**src/rtl/loader_pkg.sv**
```systemverilog
// Shared definitions for the instruction loader: FSM encoding and default geometry.
package loader_pkg;

  typedef enum logic [1:0] {
    ST_IDLE = 2'd0,
    ST_LOAD = 2'd1,
    ST_DONE = 2'd2,
    ST_ERR  = 2'd3
  } loader_state_e;

  localparam int ROM_SIZE_DEF    = 512;
  localparam int INSTR_WIDTH_DEF = 9;

endpackage

```
**src/rtl/instr_loader_if.sv**
```systemverilog
// Producer word stream into the loader plus the loader's write port toward instruction memory.
interface instr_loader_if #(
  parameter int rom_size    = loader_pkg::ROM_SIZE_DEF,
  parameter int instr_width = loader_pkg::INSTR_WIDTH_DEF
);
  localparam int AW = $clog2(rom_size) + 1;

  logic                   in_valid;
  logic [instr_width-1:0] in_data;
  logic                   in_last;
  logic                   in_ready;
  logic                   wr_en;
  logic [AW-1:0]          wr_addr;
  logic [instr_width-1:0] wr_data;

  modport master (
    output in_valid, in_data, in_last,
    input  in_ready, wr_en, wr_addr, wr_data
  );

  modport slave (
    input  in_valid, in_data, in_last,
    output in_ready, wr_en, wr_addr, wr_data
  );

endinterface

```
**src/rtl/instr_loader.sv**
```systemverilog
// Streams a program image into instruction memory; writes land 1 cycle after acceptance.
// Backpressure: in_ready is high only while loading; start is ignored mid-load.
module instr_loader
  import loader_pkg::*;
#(
  parameter int rom_size    = ROM_SIZE_DEF,
  parameter int instr_width = INSTR_WIDTH_DEF,
  localparam int AW         = $clog2(rom_size) + 1
) (
  input  logic                   clk,
  input  logic                   reset,
  input  logic                   start,
  instr_loader_if.slave          bus,
  output logic [AW-1:0]          count,
  output logic [instr_width-1:0] checksum,
  output logic                   done,
  output logic                   overflow,
  output logic                   cpu_hold
);

  localparam logic [1:0] IDLE = ST_IDLE;
  localparam logic [1:0] LOAD = ST_LOAD;
  localparam logic [1:0] DONE = ST_DONE;
  localparam logic [1:0] ERR  = ST_ERR;

  localparam logic [AW-1:0] LAST_ADDR = AW'(rom_size - 1);

  logic [1:0]             state;
  logic [AW-1:0]          ptr;
  logic                   accept;
  logic                   wr_en_q;
  logic [AW-1:0]          wr_addr_q;
  logic [instr_width-1:0] wr_data_q;

  assign bus.in_ready = (state == LOAD);
  assign accept       = bus.in_valid && bus.in_ready;

  always_ff @(posedge clk) begin
    if (reset) begin
      state     <= IDLE;
      ptr       <= '0;
      count     <= '0;
      checksum  <= '0;
      wr_en_q   <= 1'b0;
      wr_addr_q <= '0;
      wr_data_q <= '0;
    end else begin
      wr_en_q <= accept;
      if (accept) begin
        wr_addr_q <= ptr;
        wr_data_q <= bus.in_data;
      end

      case (state)
        IDLE, DONE, ERR: begin
          if (start) begin
            state    <= LOAD;
            ptr      <= '0;
            count    <= '0;
            checksum <= '0;
          end
        end
        LOAD: begin
          if (accept) begin
            ptr      <= ptr + AW'(1);
            count    <= count + AW'(1);
            checksum <= checksum ^ bus.in_data;
            // in_last wins over a full memory so an exact fit still counts as success
            if (bus.in_last) begin
              state <= DONE;
            end else if (ptr == LAST_ADDR) begin
              state <= ERR;
            end
          end
        end
        default: state <= IDLE;
      endcase
    end
  end

  assign bus.wr_en   = wr_en_q;
  assign bus.wr_addr = wr_addr_q;
  assign bus.wr_data = wr_data_q;

  assign done     = (state == DONE);
  assign overflow = (state == ERR);
  // hold the core until the last accepted word has actually been written
  assign cpu_hold = (state == LOAD) || wr_en_q;

  wr_in_range: assert property (@(posedge clk) disable iff (reset)
    wr_en_q |-> (wr_addr_q <= LAST_ADDR));

endmodule

```
**src/flat_wrapper.sv**
```systemverilog
// flat-port wrapper written by rule: the top's interface ports become plain ports
module instr_loader_flat import loader_pkg::*;
#(
  parameter int rom_size    = ROM_SIZE_DEF,
  parameter int instr_width = INSTR_WIDTH_DEF,
  localparam int AW         = $clog2(rom_size) + 1
)
  (clk, reset, start, count, checksum, done, overflow, cpu_hold, bus_in_valid, bus_in_data, bus_in_last, bus_in_ready, bus_wr_en, bus_wr_addr, bus_wr_data);
  instr_loader_if #(.rom_size(rom_size), .instr_width(instr_width)) bus_i ();
  input  logic clk;
  input  logic reset;
  input  logic start;
  output logic [AW-1:0] count;
  output logic [instr_width-1:0] checksum;
  output logic done;
  output logic overflow;
  output logic cpu_hold;
  input wire logic [$bits(bus_i.in_valid)-1:0] bus_in_valid;
  input wire logic [$bits(bus_i.in_data)-1:0] bus_in_data;
  input wire logic [$bits(bus_i.in_last)-1:0] bus_in_last;
  output wire logic [$bits(bus_i.in_ready)-1:0] bus_in_ready;
  output wire logic [$bits(bus_i.wr_en)-1:0] bus_wr_en;
  output wire logic [$bits(bus_i.wr_addr)-1:0] bus_wr_addr;
  output wire logic [$bits(bus_i.wr_data)-1:0] bus_wr_data;
  assign bus_i.in_valid = bus_in_valid;
  assign bus_i.in_data = bus_in_data;
  assign bus_i.in_last = bus_in_last;
  assign bus_in_ready = bus_i.in_ready;
  assign bus_wr_en = bus_i.wr_en;
  assign bus_wr_addr = bus_i.wr_addr;
  assign bus_wr_data = bus_i.wr_data;
  instr_loader #(.rom_size(rom_size), .instr_width(instr_width)) u_core (.clk(clk), .reset(reset), .start(start), .bus(bus_i), .count(count), .checksum(checksum), .done(done), .overflow(overflow), .cpu_hold(cpu_hold));
endmodule
```
**config.mk**
```make
export PLATFORM = sky130hd
export DESIGN_NAME = instr_loader_flat
export DESIGN_NICKNAME = d
export VERILOG_FILES = /design/src/rtl/loader_pkg.sv /design/src/rtl/instr_loader_if.sv /design/src/rtl/instr_loader.sv /design/src/flat_wrapper.sv
export SDC_FILE = /design/constraint.sdc
export NUM_CORES = 1
export LEC_CHECK = 0
export CAP_MARGIN = 5
export CORE_MARGIN = 1
export CORE_UTILIZATION = 30
export CTS_BUF_LIST = sky130_fd_sc_hd__clkbuf_4 sky130_fd_sc_hd__clkbuf_8
export DETAILED_ROUTE_END_ITERATION = 6
export GPL_TIMING_DRIVEN = 1
export MAX_ROUTING_LAYER = met4
export SLEW_MARGIN = 25
export SYNTH_ARGS = -nofsm -noshare
export SYNTH_HDL_FRONTEND = slang
export SYNTH_SLANG_ARGS = --single-unit
export TNS_END_PERCENT = 30
```
**constraint.sdc**
```tcl
create_clock -name clk -period 3.45 [get_ports clk]
set_input_delay 1.035 -clock clk [delete_from_list [all_inputs] [get_ports clk]]
set_output_delay 1.035 -clock clk [all_outputs]
set_load 0.005 [all_outputs]
```
# Yosys cells after proc, flatten, opt, wreduce, memory -nomap -nowiden
# Cells that the tools add are included.
# W data, S select, Z words.
# classes
n_addsub	2
n_mul	0
div	0
magnitude_cmp	0
eq_ne	7
n_shift	0
mux	13
bitwise_logic	1
reduce_logical	6
# op_table
op	n
$pmux W10 S2	2
$mux W10	3
$add A10 B1 Y10 const B	2
$mux W9	2
$pmux W9 S2	1
$eq A10 B9 Y1 const B	1
$xor A9 B9 Y9	1
$mux W2	4
$eq A2 B2 Y1 const B	2
$ne A2 B2 Y1 const B	2
$pmux W2 S2	1
$ne A3 B3 Y1 const B	1
$reduce_and A3 Y1	1
$reduce_or A3 Y1	1
$eq A2 B1 Y1 const B	1
$logic_not A2 Y1	1
$reduce_and A2 Y1	1
$logic_and A1 B1 Y1	1
$logic_or A1 B1 Y1	1
# word_totals
regBits	51
latchBits	0
ram_bits	0
rom_bits	0
in_bits	14
output_inout_bits	43
memories	0

# Longest topological paths before layout
# depth
ltp_word	5
depth_mapped	7

# Least setup slack after synthesis
# No wires, ideal clock.
# synth_path
path_type	input to register
startpoint	in bus_in_valid
endpoint	reg u_core.ptr[6]
setup_time_ns	0.070
arrival_ns	2.097
required_ns	3.380
setup_slack_ns	1.283
path_stages	6
path_buffers	2
path_cell_list	and3b_1 > buf_4 > a21oi_4 > buf_6 > or4_1 > a21oi_1
# synth_between
elab_chain_len	3
# synth_lines
element	line_no	rtl
from (decl)	flat_wrapper.sv:18	input wire logic [$bits(bus_i.in_valid)-1:0] bus_in_valid;
$logic_and A1 B1 Y1	instr_loader.sv:36	assign accept = bus.in_valid && bus.in_ready;
$ne A2 B2 Y1 (no source line)	-	
$reduce_and A2 Y1 (no source line)	-	
to (signal assigned)	instr_loader.sv:65	ptr <= ptr + AW'(1);
to (decl)	instr_loader.sv:29	logic [AW-1:0] ptr;
# No other way between the ends.
# A chain may end at the register's enable or synchronous reset.

# Worst setup path in the final report
# layout_path
startpoint	in bus_in_valid
endpoint	reg u_core.checksum[8]
# layout_between
elab_chain_len	3
# layout_lines
element	line_no	rtl
$logic_and A1 B1 Y1	instr_loader.sv:36	
$ne A2 B2 Y1 (no source line)	-	
$reduce_and A2 Y1 (no source line)	-	
to (signal assigned)	instr_loader.sv:67	checksum <= checksum ^ bus.in_data;
to (decl)	instr_loader.sv:15	output logic [instr_width-1:0] checksum,
# No other way between the ends.

==> flow_metrics.env <==
export IMPL_status="finished clean"
export IMPL_fp_dieH_um=85.6
export IMPL_min_path_type="register to register"
export IMPL_gp_congestion=0.759
export IMPL_cts_root_buf="clkbuf_8"
export IMPL_num_nets_final=325
export IMPL_worstHoldStart="u_core.bus.wr_addr[6]"
export IMPL_numCtsBuffers=5
export IMPL_critPathLaunchType="primary input"
export IMPL_die_w_um=85.6
export IMPL_via_per_inst=5.04
export IMPL_synth_ff_type="dfxtp_1"
export IMPL_ir_worst_vdd_v=0.000201
export IMPL_port_buffers=56
export IMPL_setup_viol=0
export IMPL_crit_type="primary input to register"
export IMPL_clk_latency_ns=0.30
export IMPL_max_slew_margin_pct=48.2
export IMPL_area_delta_synth_final_pct=35.5
export IMPL_cts_num_sinks=51
export IMPL_reg2reg_slack_ns=1.48
export IMPL_ant_nets=0
export IMPL_synth_async_sr_flop_share_pct=0
export IMPL_cts_max_level=2
export IMPL_avgRoutedWirePerCell_um=12.7
export IMPL_drive_gt1_share_pct=4.84
export IMPL_netlist_area_sq_mm=0.00210
export IMPL_p_per_area_mw_per_mm2=410
export IMPL_rsz0062_at_grt="false"
export IMPL_start_util_pct=31.0
export IMPL_critical_path_arrival_ns=2.82
export IMPL_cp_required_ns=3.63
export IMPL_hold_buffers=0
export IMPL_synth_warnings=0
export IMPL_synthCells=256
export IMPL_final_area_sq_mm=0.00284
export IMPL_grt_pass1_wl_mm=7.90
export IMPL_first_pass_iters=4
export IMPL_synth_edf_count=0
export IMPL_r2r_end="u_core.checksum[8]"
export IMPL_die_area_sq_mm=0.00732
export IMPL_dpl_cell_area_sq_mm=0.00272
export IMPL_skew_ns=0.00856
export IMPL_hold_end="u_core.bus.wr_addr[6]"
export IMPL_post_cts_buffers=0
export IMPL_fin_crit_sh_pct=76.7
export IMPL_r2r_start="u_core.state[0]"
export IMPL_vias=1965
export IMPL_antenna_found_initial=0
export IMPL_avgSynthCellArea_sq_um=8.19
export IMPL_drt_iter0_markers=96
export IMPL_max_cap_violations=0
export IMPL_num_io_pins=57
export IMPL_timing_hold_violations_final=0
export IMPL_synthesis_nets=272
export IMPL_ys_ff_latch=51
export IMPL_r2r_cells=5
export IMPL_yosysUniqueCellTypes=32
export IMPL_design_core_area_sq_mm=0.00676
export IMPL_tritoncts="yes"
export IMPL_worstMarginPinSlew_ns=0.775
export IMPL_drc=0
export IMPL_grt_max_degree=38
export IMPL_end_kind="register"
export IMPL_cts_max_path_buffers=2
export IMPL_drt_total_wl_mm=4.97
export IMPL_post_route_min_period_ns=2.65
export IMPL_crit_fanout=37
export IMPL_dp_hpwl_mm=3.49
export IMPL_grt_ovfl_total=0
export IMPL_p_leak_nw=0.960
export IMPL_grt_pass1_vias=1726
export IMPL_grtUsageTotal_pct=14.0
export IMPL_final_setup_tns_ns=0
export IMPL_timing_fmax_ghz=0.378
export IMPL_rows=30
export IMPL_ys_seq_area_share_pct=48.7
export IMPL_drv_slew=0
export IMPL_min_path_cells=2
export IMPL_cts_resized=0
export IMPL_path_clk_slew_ns=0.09
export IMPL_n_antenna_cell=0
report_power, final:
| group | leakage [nW] | switching [mW] | internal, mW |
|---|---|---|---|
| clock network | 0.0612 | 0.192 | 0.235 |
| registers | 0.413 | 0.0108 | 0.602 |
| logic | 0.486 | 0.0658 | 0.0593 |
| total | 0.960 | 0.269 | 0.897 |
logic make-up (layout without fill, tap and decap cells):
group,count (synthesis),count (layout),share of synthesized area [%]
and+or+nand+nor,94,94,22.4
adders and majority gates,2,2,1.19
buffers and inverters,29,83,5.91
AOI/OAI and AO/OA,80,80,21.7
DFF,51,51,48.7
through the flow:
| step | power (mW) | setup slack, ns | utilization (%) | instances | hold WS, ns |
|---|---|---|---|---|---|
| floorplan | 0.690 | 1.28 | - | 256 | 0.453 |
| global placement | 0.750 | 0.545 | 40.3 | 382 | 0.443 |
| detailed placement | 0.752 | 0.497 | 40.3 | 382 | 0.447 |
| CTS | 1.18 | 0.810 | 42.0 | 390 | 0.461 |
| global route | 1.22 | 0.693 | 42.0 | 390 | 0.473 |
| finish | 1.17 | 0.804 | 42.0 | 390 | 0.457 |
sequential cells by signal, indices dropped and copies added (netlist names):
| name | flops |
|---|---|
| u_core.checksum | 9 |
| u_core.bus.wr_addr | 10 |
| u_core.bus.wr_data | 9 |
| u_core.state | 2 |
| u_core.count | 10 |
| u_core.ptr | 10 |
| u_core.bus.wr_en | 1 |
worst max-delay path, cell delays in order:
cell             delay, ns
clkdlybuf4s50_1       0.43
and3b_1               0.23
a21oi_4               0.60
buf_4                 0.31
or3_1                 0.13
a21oi_1               0.06
how the worst max path moves through the flow:
stage	depth (start not counted)	start	slack, ns	end
6_report	6	bus_in_valid	0.80	u_core.checksum[8]
5_1_grt	6	bus_in_valid	0.69	u_core.checksum[7]
4_1_cts	3	u_core.state[0]	0.81	bus_in_ready
3_5_place_dp	6	bus_in_valid	0.50	u_core.checksum[8]
3_3_place_gp	6	bus_in_valid	0.55	u_core.checksum[1]
2_1_floorplan	6	bus_in_valid	1.28	u_core.ptr[6]
cells in the final DEF (no fill, tap or decap), drive strengths merged, types with 2 or more instances in the layout:
cell type	netlist	final
clkdlybuf4s50	0	56
dfxtp	51	51
a21oi	48	48
nand2	41	41
o21ai	16	16
or3	16	16
inv	14	14
nor2	9	9
o31ai	8	8
or4	8	8
nand3	6	6
clkbuf	10	6
buf	5	5
nand4	4	4
nand2b	2	2
o21a	2	2
nor3	2	2
a311oi	2	2
a22oi	2	2
ha	2	2
area by class of cell:
cell class / count / area, sq um
Tap cell: 80 / 100
Sequential cell: 51 / 1020
Clock inverter: 2 / 35.0
Timing Repair Buffer: 61 / 598
Fill cell: 694 / 3920
Clock buffer: 6 / 82.6
Inverter: 14 / 52.6
Multi-Input combinational cell: 176 / 951
routing by layer:
| metal | vias to the layer above | part of all wire, % | GRT usage (%) |
|---|---|---|---|
| met1 | 907 | 47 | 17.8 |
| met3 | 4 | 5.5 | 3.95 |
| met2 | 50 | 47 | 21.6 |
| li1 | 1004 | - | - |
| met5 | - | 0 | - |
| met4 | 0 | 0.68 | 4.09 |
cell usage after synthesis, drive strengths merged, types with 4 or more instances:
cell,number,area (sq um)
or3,16,100
nand3,6,30.0
clkbuf,10,38.8
dfxtp,51,1020
or4,8,60.1
inv,14,52.6
nand2,41,154
buf,5,32.5
nand4,4,25.0
nor2,9,33.8
a21oi,48,252
o21ai,16,80.1
o31ai,8,60.1
No activity file was read; power rests on OpenSTA's default activity.
